===== config.mk =====
export PLATFORM = sky130hd
export DESIGN_NAME = fpu_sp_mul_operand_stage
export DESIGN_NICKNAME = d
export VERILOG_FILES = /design/src/rtl/fpu_sp_pkg.sv /design/src/rtl/fpu_sp_classify.sv /design/src/rtl/fpu_sp_mul_operand_stage.sv
export SDC_FILE = /design/constraint.sdc
export NUM_CORES = 1
export LEC_CHECK = 0
export ABC_AREA = 1
export CAP_MARGIN = 30
export CORE_MARGIN = 1
export CORE_UTILIZATION = 45
export DETAILED_ROUTE_END_ITERATION = 8
export DONT_BUFFER_PORTS = 1
export GPL_TIMING_DRIVEN = 0
export PLACE_DENSITY = 0.66
export SLEW_MARGIN = 15
export SYNTH_ARGS = -nofsm -noshare
export SYNTH_HDL_FRONTEND = slang
export SYNTH_SLANG_ARGS = --single-unit

===== constraint.sdc =====
create_clock -name clk -period 13.2 [get_ports clk]
set_input_delay 2.64 -clock clk [delete_from_list [all_inputs] [get_ports clk]]
set_output_delay 2.64 -clock clk [all_outputs]
set_load 0.02 [all_outputs]

===== src/rtl/fpu_sp_pkg.sv =====
// Shared single-precision FP types and helpers for the multiplier front end.
package fpu_sp_pkg;

  localparam int unsigned FP_W     = 32;
  localparam int unsigned FP_EXP_W = 8;
  localparam int unsigned FP_MAN_W = 23;

  localparam logic [FP_W-1:0]     FP_QNAN    = 32'h7FC0_0000;
  localparam logic [FP_EXP_W-1:0] FP_EXP_MAX = 8'hFF;

  typedef enum logic [2:0] {
    FP_ZERO,
    FP_DENORM,
    FP_NORMAL,
    FP_INF,
    FP_NAN
  } fp_class_e;

  // One staged operand pair with its precomputed bypass result.
  typedef struct packed {
    logic [FP_W-1:0] a;
    logic [FP_W-1:0] b;
    logic            special;
    logic [FP_W-1:0] special_res;
  } fp_entry_t;

  // {special, result} for a product given both operand classes and the product sign.
  // A DENORM class here is one that was not flushed, so it behaves as a normal number.
  function automatic logic [FP_W:0] fp_special_res(input fp_class_e ca,
                                                   input fp_class_e cb,
                                                   input logic      s);
    logic [FP_W:0] r;
    r = '0;
    if (ca == FP_NAN || cb == FP_NAN) begin
      r = {1'b1, FP_QNAN};
    end else if ((ca == FP_INF && cb == FP_ZERO) || (ca == FP_ZERO && cb == FP_INF)) begin
      r = {1'b1, FP_QNAN};
    end else if (ca == FP_INF || cb == FP_INF) begin
      r = {1'b1, s, FP_EXP_MAX, FP_MAN_W'(0)};
    end else if (ca == FP_ZERO || cb == FP_ZERO) begin
      r = {1'b1, s, (FP_W-1)'(0)};
    end
    return r;
  endfunction

endpackage


===== src/rtl/fpu_sp_classify.sv =====
// Classifies one single-precision operand and applies flush-to-zero.
//   op     : raw IEEE-754 bit pattern
//   cls    : operand class after flushing (a flushed denormal reports FP_ZERO)
//   op_ftz : operand after flushing (sign kept)
module fpu_sp_classify
  import fpu_sp_pkg::*;
#(
  parameter bit FTZ = 1'b1
) (
  input  logic [FP_W-1:0] op,
  output fp_class_e       cls,
  output logic [FP_W-1:0] op_ftz
);

  logic [FP_EXP_W-1:0] exp_f;
  logic [FP_MAN_W-1:0] man_f;

  assign exp_f = op[FP_W-2 -: FP_EXP_W];
  assign man_f = op[FP_MAN_W-1:0];

  always_comb begin
    cls    = FP_NORMAL;
    op_ftz = op;
    if (exp_f == '0) begin
      if (man_f == '0) begin
        cls = FP_ZERO;
      end else if (FTZ) begin
        cls    = FP_ZERO;
        op_ftz = {op[FP_W-1], (FP_W-1)'(0)};
      end else begin
        cls = FP_DENORM;
      end
    end else if (exp_f == FP_EXP_MAX) begin
      cls = (man_f == '0) ? FP_INF : FP_NAN;
    end
  end

endmodule


===== src/rtl/fpu_sp_mul_operand_stage.sv =====
// Operand staging FIFO ahead of the SP multiplier; classifies and precomputes specials on push.
//   in_valid/in_ready/in_a/in_b       : producer handshake and operands
//   out_valid/out_ready/out_a/out_b   : head entry to the multiplier (zeros while empty)
//   out_special/out_special_res       : head bypass flag and final result
//   special_cnt/cnt_clr               : saturating count of popped specials, synchronous clear
module fpu_sp_mul_operand_stage
  import fpu_sp_pkg::*;
#(
  parameter int unsigned DEPTH = 4,
  parameter bit          FTZ   = 1'b1,
  parameter int unsigned CNT_W = 16
) (
  input  logic             clk,
  input  logic             rst_n,
  input  logic             in_valid,
  output logic             in_ready,
  input  logic [FP_W-1:0]  in_a,
  input  logic [FP_W-1:0]  in_b,
  output logic             out_valid,
  input  logic             out_ready,
  output logic [FP_W-1:0]  out_a,
  output logic [FP_W-1:0]  out_b,
  output logic             out_special,
  output logic [FP_W-1:0]  out_special_res,
  output logic [CNT_W-1:0] special_cnt,
  input  logic             cnt_clr
);

  localparam int unsigned PTR_W = (DEPTH > 1) ? $clog2(DEPTH) : 1;
  localparam int unsigned CW    = PTR_W + 1;
  localparam logic [CW-1:0] FULL_CNT = CW'(DEPTH);

  logic [PTR_W-1:0] wr_ptr, rd_ptr;
  logic [CW-1:0]    count, count_nxt;
  fp_entry_t        mem [DEPTH];
  fp_entry_t        head, push_entry;
  fp_class_e        cls_a, cls_b;
  logic [FP_W-1:0]  a_ftz, b_ftz;
  logic [FP_W:0]    spec;
  logic             push, pop;

  fpu_sp_classify #(.FTZ(FTZ)) u_cls_a (.op(in_a), .cls(cls_a), .op_ftz(a_ftz));
  fpu_sp_classify #(.FTZ(FTZ)) u_cls_b (.op(in_b), .cls(cls_b), .op_ftz(b_ftz));

  // Build the entry on the push path so the pop side only reads storage.
  always_comb begin
    spec       = fp_special_res(cls_a, cls_b, in_a[FP_W-1] ^ in_b[FP_W-1]);
    push_entry = '{a: a_ftz, b: b_ftz, special: spec[FP_W], special_res: spec[FP_W-1:0]};
  end

  assign push = in_valid & in_ready;
  assign pop  = out_valid & out_ready;
  assign head = mem[rd_ptr];

  always_comb begin
    count_nxt = count;
    case ({push, pop})
      2'b10:   count_nxt = count + CW'(1);
      2'b01:   count_nxt = count - CW'(1);
      default: count_nxt = count;
    endcase
  end

  // Control state; in_ready/out_valid are flops loaded from the next count.
  always_ff @(posedge clk) begin
    if (!rst_n) begin
      wr_ptr      <= '0;
      rd_ptr      <= '0;
      count       <= '0;
      in_ready    <= 1'b1;
      out_valid   <= 1'b0;
      special_cnt <= '0;
    end else begin
      if (push) wr_ptr <= wr_ptr + PTR_W'(1);
      if (pop)  rd_ptr <= rd_ptr + PTR_W'(1);
      count     <= count_nxt;
      in_ready  <= (count_nxt != FULL_CNT);
      out_valid <= (count_nxt != '0);
      if (cnt_clr) begin
        special_cnt <= '0;
      end else if (pop && head.special && (special_cnt != '1)) begin
        special_cnt <= special_cnt + CNT_W'(1);
      end
    end
  end

  // Data storage, no reset.
  always_ff @(posedge clk) begin
    if (push) mem[wr_ptr] <= push_entry;
  end

  assign out_a           = out_valid ? head.a           : '0;
  assign out_b           = out_valid ? head.b           : '0;
  assign out_special     = out_valid ? head.special     : 1'b0;
  assign out_special_res = out_valid ? head.special_res : '0;

endmodule

==> impl_metrics.csv, run 1 <==
group,metric,value,unit
finish,nets,1355,
sta,max_slew_margin,38.6,%
synthesis,synth.largest_area_cell,"edfxtp_1",
synthesis,ys.flop_type,"edfxtp_1",
cts,cts-htree-levels,1,
cts,numCtsBuffers,31,
worst_setup_path,crit_fanout,10,
synthesis,netlist_top_cells_area,"edfxtp_1 (64%), nor2_1 (11%), o21ai_0 (4.4%)",
worst_setup_path,start_kind,"flop",
synthesis,synth_mux_area_share,0,%
synthesis,synth_edf_count,272,
status,status,"finished clean",
finish,syn_to_final_growth,15.1,%
route,drc_errors,0,
cts,cts_resized,0,
sta,hold_viol,0,
grt,grt_pass1_wl,45400,um
route,viasPerCell,5.11,
placement,io_buffer_count,0,
synthesis,ys_seq_area_share,68.2,%
sta,max_slew.worst_pin.slew,0.918,ns
worst_setup_path,crit_arrival,2.82,ns
cts,max-clock-path-buffers,3,
synthesis,synth_most_common_cell,"nor2_1",
cts,post_cts_buffers,0,
sta,holdWs,0.481,ns
synthesis,synthSimpleGateAreaFrac,14.9,%
grt,antenna_found_initial,0,
sta,setup_viol,0,
route,num_vias,8592,
sta,slew_viol_final,0,
sta,period_share,41.3,%
synthesis,synth_adder_area_share,0.745,%
placement,gp_congestion,0.767,
sta,fmax,0.183,GHz
cts,cts_root_buffer,"clkbuf_16",
pwr,p_leak,5.28,nW
route,dr.pass1.iters,6,
finish,final_cells,1682,
pwr,p_total,2.56,mW
placement,place_inst,1623,
cts,clk_latency,0.56,ns
hold_path,hp-class,"reg -> reg",
grt,grt_pass1_vias,8068,
worst_setup_path,path_class,"reg -> out",
synthesis,synth_cell_types,27,
synthesis,yosysTopAreaCellShare,64.0,%
synthesis,syn_area_per_cell,10.5,um2
grt,grt_overflow,0,
grt,grt_util_all_layers,20.8,%
route,wl,30200,um
cts,clk_pin_slew_worst_paths,0.06,ns
finish,n_antenna_cell,0,
sta,postLayoutSetupSlackWorst,7.74,ns
floorplan,core_area,0.0279,mm2
finish,drive_gt1_share,9.13,%
pwr,vdd_drop_max,0.106,mV
floorplan,rows,61,
synthesis,syn_inst,1212,
flow_run,maxCapViolCount,0,
synthesis,synth_top_family_by_area,"simple AND/OR/NAND/NOR gates",
route,ant_nets,0,
sta,tns,0,ns
floorplan,die-height,170,um
grt,grt_max_degree,24,
finish,n_fill_cell,2421,
pwr,powerDensity,174,mW/mm2
synthesis,syn-cell-area,0.0128,mm2
floorplan,die_w,170,um
route,post_drt_wl_per_cell,17.9,um
cts,holdBufCountCts,0,
synthesis,synthXorXnorAreaFrac,0.892,%
sta,period_needed,5.46,ns
sta,finClkSkew,0.0112,ns
route,drt_iter0_drc,603,
synthesis,ys_ff_latch,299,
floorplan,dieArea,0.0291,mm2
placement,dp_hpwl,19900,um
floorplan,io_pins,184,
worst_setup_path,critPathRequiredTime,10.56,ns
synthesis,synth_compound_area_share,8.94,%
worst_setup_path,endpoint_kind,"primary output",
synthesis,synth-async-reset-ratio,0,%
floorplan,initial_core_util,45.8,%
synthesis,synthTopCellsByCount,"nor2_1 (384), edfxtp_1 (272), o21ai_0 (113)",
cts,cts_tree,"built",
sta,grt_setup_unrepaired,"no",
placement,pre_cts_ws,7.90,ns
cts,numClockSinks,299,
synthesis,ys.warnings.count,0,
==> layout make-up <==
cell class	count	area [um2]	area share, %
buffer	102	524	3.57
clock buffer	35	791	5.38
clock inverter	23	246	1.68
inverter	75	282	1.92
multi-input combinational	757	3360	22.9
sequential	299	8710	59.3
tap	378	473	3.22
timing repair buffer	13	308	2.09
==> state kept, by name (all words and copies together) (netlist names), named ones only <==
signal,flops
mem,272
special_cnt,16
count,3
rd_ptr,2
wr_ptr,2
in_ready,1
out_valid,1
==> cell usage in the layout (no fill, tap or decap), drive strengths merged <==
master,instances
xor2,7
nor3,3
buf,61
dfxtp,27
nand2,72
xnor2,6
clkinv,15
nor3b,1
inv,77
conb,22
ha,6
nor2,387
bufinv,5
fa,1
clkinvlp,1
nand4,8
edfxtp,272
a21oi,85
clkbuf,89
o21ai,143
nand3,16
==> path summary, 6_finish.rpt <==
path,start,endpoint,slack [ns],depth (start not counted)
max,flop,out_special_res[24],7.74,7
min,rd_ptr[0],rd_ptr[0],0.48,1
max reg2reg,in_ready,mem[2][88],10.76,5
min reg2reg,rd_ptr[0],rd_ptr[0],0.48,1
==> critical path: stages (launching register included) <==
cell      delay [ns]
dfxtp_1         0.32
inv_2           0.22
buf_2           0.32
clkbuf_1        0.48
o21ai_0         0.16
a21oi_1         0.31
clkbuf_4        0.28
buf_4           0.16
==> logic make-up (layout without fill, tap and decap cells) <==
group,after synthesis,count (layout)
simple gates,487,487
flops,299,299
compound gates,228,228
buf+inv,177,248
xor+xnor,13,13
fa+ha+maj,7,7
other cells,1,22
==> metrics by stage <==
step                area, um2  utilization [%]
floorplan               12800                -
global placement        13300             47.8
detailed placement      13700             49.0
CTS                     14700             52.7
global route            14700             52.8
finish                  14700             52.8
==> power by group <==
group | internal, mW | switching [mW]
clock | 0.528 | 0.360
sequential | 1.10 | 0.0194
combinational | 0.129 | 0.424
total | 1.76 | 0.803
==> metal layers <==
layer  share of wire [%]  wire (um)  track usage, %
met5                   0          0               0
met2                  48      14500            35.1
met1                  42      12500            26.6
met3                 8.0       2430            5.19
met4                 2.5        760            5.76
(Power assumes the default switching activity.)
==> run 2, diff against run 1 <==
==> constraint.sdc (replaced) <==
create_clock -name clk -period 5.5 [get_ports clk]
set_input_delay 1.1 -clock clk [delete_from_list [all_inputs] [get_ports clk]]
set_output_delay 1.1 -clock clk [all_outputs]
set_load 0.02 [all_outputs]
==> results of run 2 <==
Same layout as run 1 (identical final DEF). Status: finished clean.
Among the figures that moved: setup slack after placement 7.90 ns -> 1.74 ns; setup slack after layout 7.74 ns -> 1.58 ns; register-to-register setup slack 10.76 ns -> 3.06 ns; total power 2.56 mW -> 6.15 mW; worst IR drop on VDD 0.106 mV -> 0.255 mV
==> run 3, diff against run 2 <==
==> constraint.sdc (replaced) <==
create_clock -name clk -period 4 [get_ports clk]
set_input_delay 0.8 -clock clk [delete_from_list [all_inputs] [get_ports clk]]
set_output_delay 0.8 -clock clk [all_outputs]
set_load 0.02 [all_outputs]
==> impl_metrics.csv, run 3 (synthesis results as in run 1) <==
group,metric,value,unit
route,post_drt_wl_per_cell,18.0,um
grt,grt_max_degree,24,
flow_run,maxCapViolCount,0,
hold_path,hp-class,"in -> reg",
route,drt_iter0_drc,633,
pwr,switchingPower,2.65,mW
worst_setup_path,crit_fanout,10,
finish,reg_top3,"mem x272, special_cnt x16, count x3",
grt,gr-usage-met3,5.19,%
finish,largest_register_ffs,272,
finish,multi_input_area,0.00337,mm2
cts,cts_root_buffer,"clkbuf_16",
grt,grt_overflow,0,
pwr,switching_share,31.3,%
sta,setup_viol,0,
pwr,p_leak,5.28,nW
grt,antenna_found_initial,0,
pwr,p_total,8.45,mW
status,status,"finished clean",
route,num_vias,8596,
finish,fin_util,52.7,%
route,ant_nets,0,
grt,grt_util_all_layers,20.8,%
cts,numCtsBuffers,31,
floorplan,core_area,0.0279,mm2
pwr,powerDensity,575,mW/mm2
worst_setup_path,endpoint_kind,"primary output",
worst_setup_path,r2r_slack,1.57,ns
cts,cts_resized,1,
cts,cts_tree,"built",
sta,max_slew.worst_pin.slew,0.909,ns
grt,grt_use_met1,26.6,%
cts,cts-htree-levels,1,
pwr,vdd_drop_max,0.352,mV
sta,finClkSkew,0.0127,ns
grt,gr-usage-met2,35.1,%
pwr,power_frac_seq,43.8,%
grt,grt_pass1_wl,45400,um
finish,layout_common_cells,"nor2_1 (380), edfxtp_1 (272), o21ai_0 (113)",
floorplan,initial_core_util,45.8,%
worst_setup_path,r2r_cells,5,
worst_setup_path,crit_arrival,2.89,ns
placement,placed_cell_area,0.0137,mm2
sta,holdWs,0.333,ns
floorplan,rows,61,
sta,grt_setup_unrepaired,"no",
worst_setup_path,critPathRequiredTime,3.20,ns
finish,final_cell_area,0.0147,mm2
cts,post_cts_buffers,0,
route,drc_errors,0,
finish,regMostFlops,"mem",
finish,drive_gt1_share,9.13,%
sta,period_needed,3.69,ns
placement,dp_hpwl,19900,um
sta,hold_viol,0,
sta,slew_viol_final,0,
route,wl,30200,um
floorplan,dieArea,0.0291,mm2
cts,clk_pin_slew_worst_paths,0.06,ns
hold_path,holdPathStages,0,
cts,numClockSinks,299,
sta,period_share,92.1,%
placement,gp_congestion,0.767,
grt,grt_pass1_vias,8068,
sta,fmax,0.271,GHz
floorplan,die_w,170,um
floorplan,die-height,170,um
cts,clk_latency,0.56,ns
pwr,p_comb_share,21.6,%
finish,syn_to_final_growth,15.1,%
cts,max-clock-path-buffers,3,
floorplan,io_pins,184,
pwr,internal_power,5.80,mW
cts,holdBufCountCts,0,
finish,n_fill_cell,2424,
grt,top_usage_layer,"met2",
pwr,p_clk_share,34.6,%
worst_setup_path,start_kind,"flop",
finish,regArea,0.00871,mm2
sta,max_slew_margin,39.1,%
route,viasPerCell,5.11,
worst_setup_path,path_class,"reg -> out",
finish,final_common_cell,"nor2_1",
route,dr.pass1.iters,5,
finish,n_antenna_cell,0,
finish,nets,1354,
placement,io_buffer_count,0,
run 3: worst max-delay path: stages (launching register included):
cell	delay (ns)
dfxtp_1	0.32
inv_2	0.22
buf_2	0.33
clkbuf_1	0.49
o21ai_0	0.19
a21oi_2	0.53
buf_4	0.25
run 3: power by group through the flow:
stage / clock network [mW] / registers, mW / logic, mW
finish: 2.93 / 3.70 / 1.82
global route: 3.07 / 3.72 / 2.00
CTS: 2.96 / 3.70 / 1.84
detailed placement: 0 / 3.77 / 1.84
global placement: 0 / 3.80 / 1.74
floorplan: 0 / 3.77 / 1.30
run 3: final cells by class:
type / instances / area share, %
Multi-Input combinational cell: 757 / 22.9
Buffer: 102 / 3.57
Timing Repair Buffer: 12 / 2.04
Clock buffer: 35 / 5.38
Inverter: 75 / 1.92
Tap cell: 378 / 3.22
Clock inverter: 23 / 1.68
Sequential cell: 299 / 59.3
run 3: path summary, 6_finish.rpt:
check / startpoint / end
worst max-delay path: flop / out_special_res[24]
worst min-delay path: in_b[31] / mem[0][64]
worst max register to register: in_ready / mem[2][87]
worst min register to register: rd_ptr[0] / rd_ptr[0]
run 3: metal layers:
| metal | part of all wire, % | wire length, um |
|---|---|---|
| met3 | 7.5 | 2270 |
| met1 | 42 | 12700 |
| met2 | 48 | 14400 |
| met5 | 0 | 0 |
| met4 | 2.4 | 729 |
run 3: per-stage QoR:
| stage | setup TNS [ns] | setup slack, ns | cells |
|---|---|---|---|
| 2_1_floorplan | -86.22 | -0.317 | 1233 |
| 3_3_place_gp | -747.71 | -2.85 | 1611 |
| 3_5_place_dp | 0 | 0.544 | 1623 |
| 4_1_cts | 0 | 0.263 | 1681 |
| 5_1_grt | 0 | 0.126 | 1681 |
| 6_report | 0 | 0.315 | 1681 |
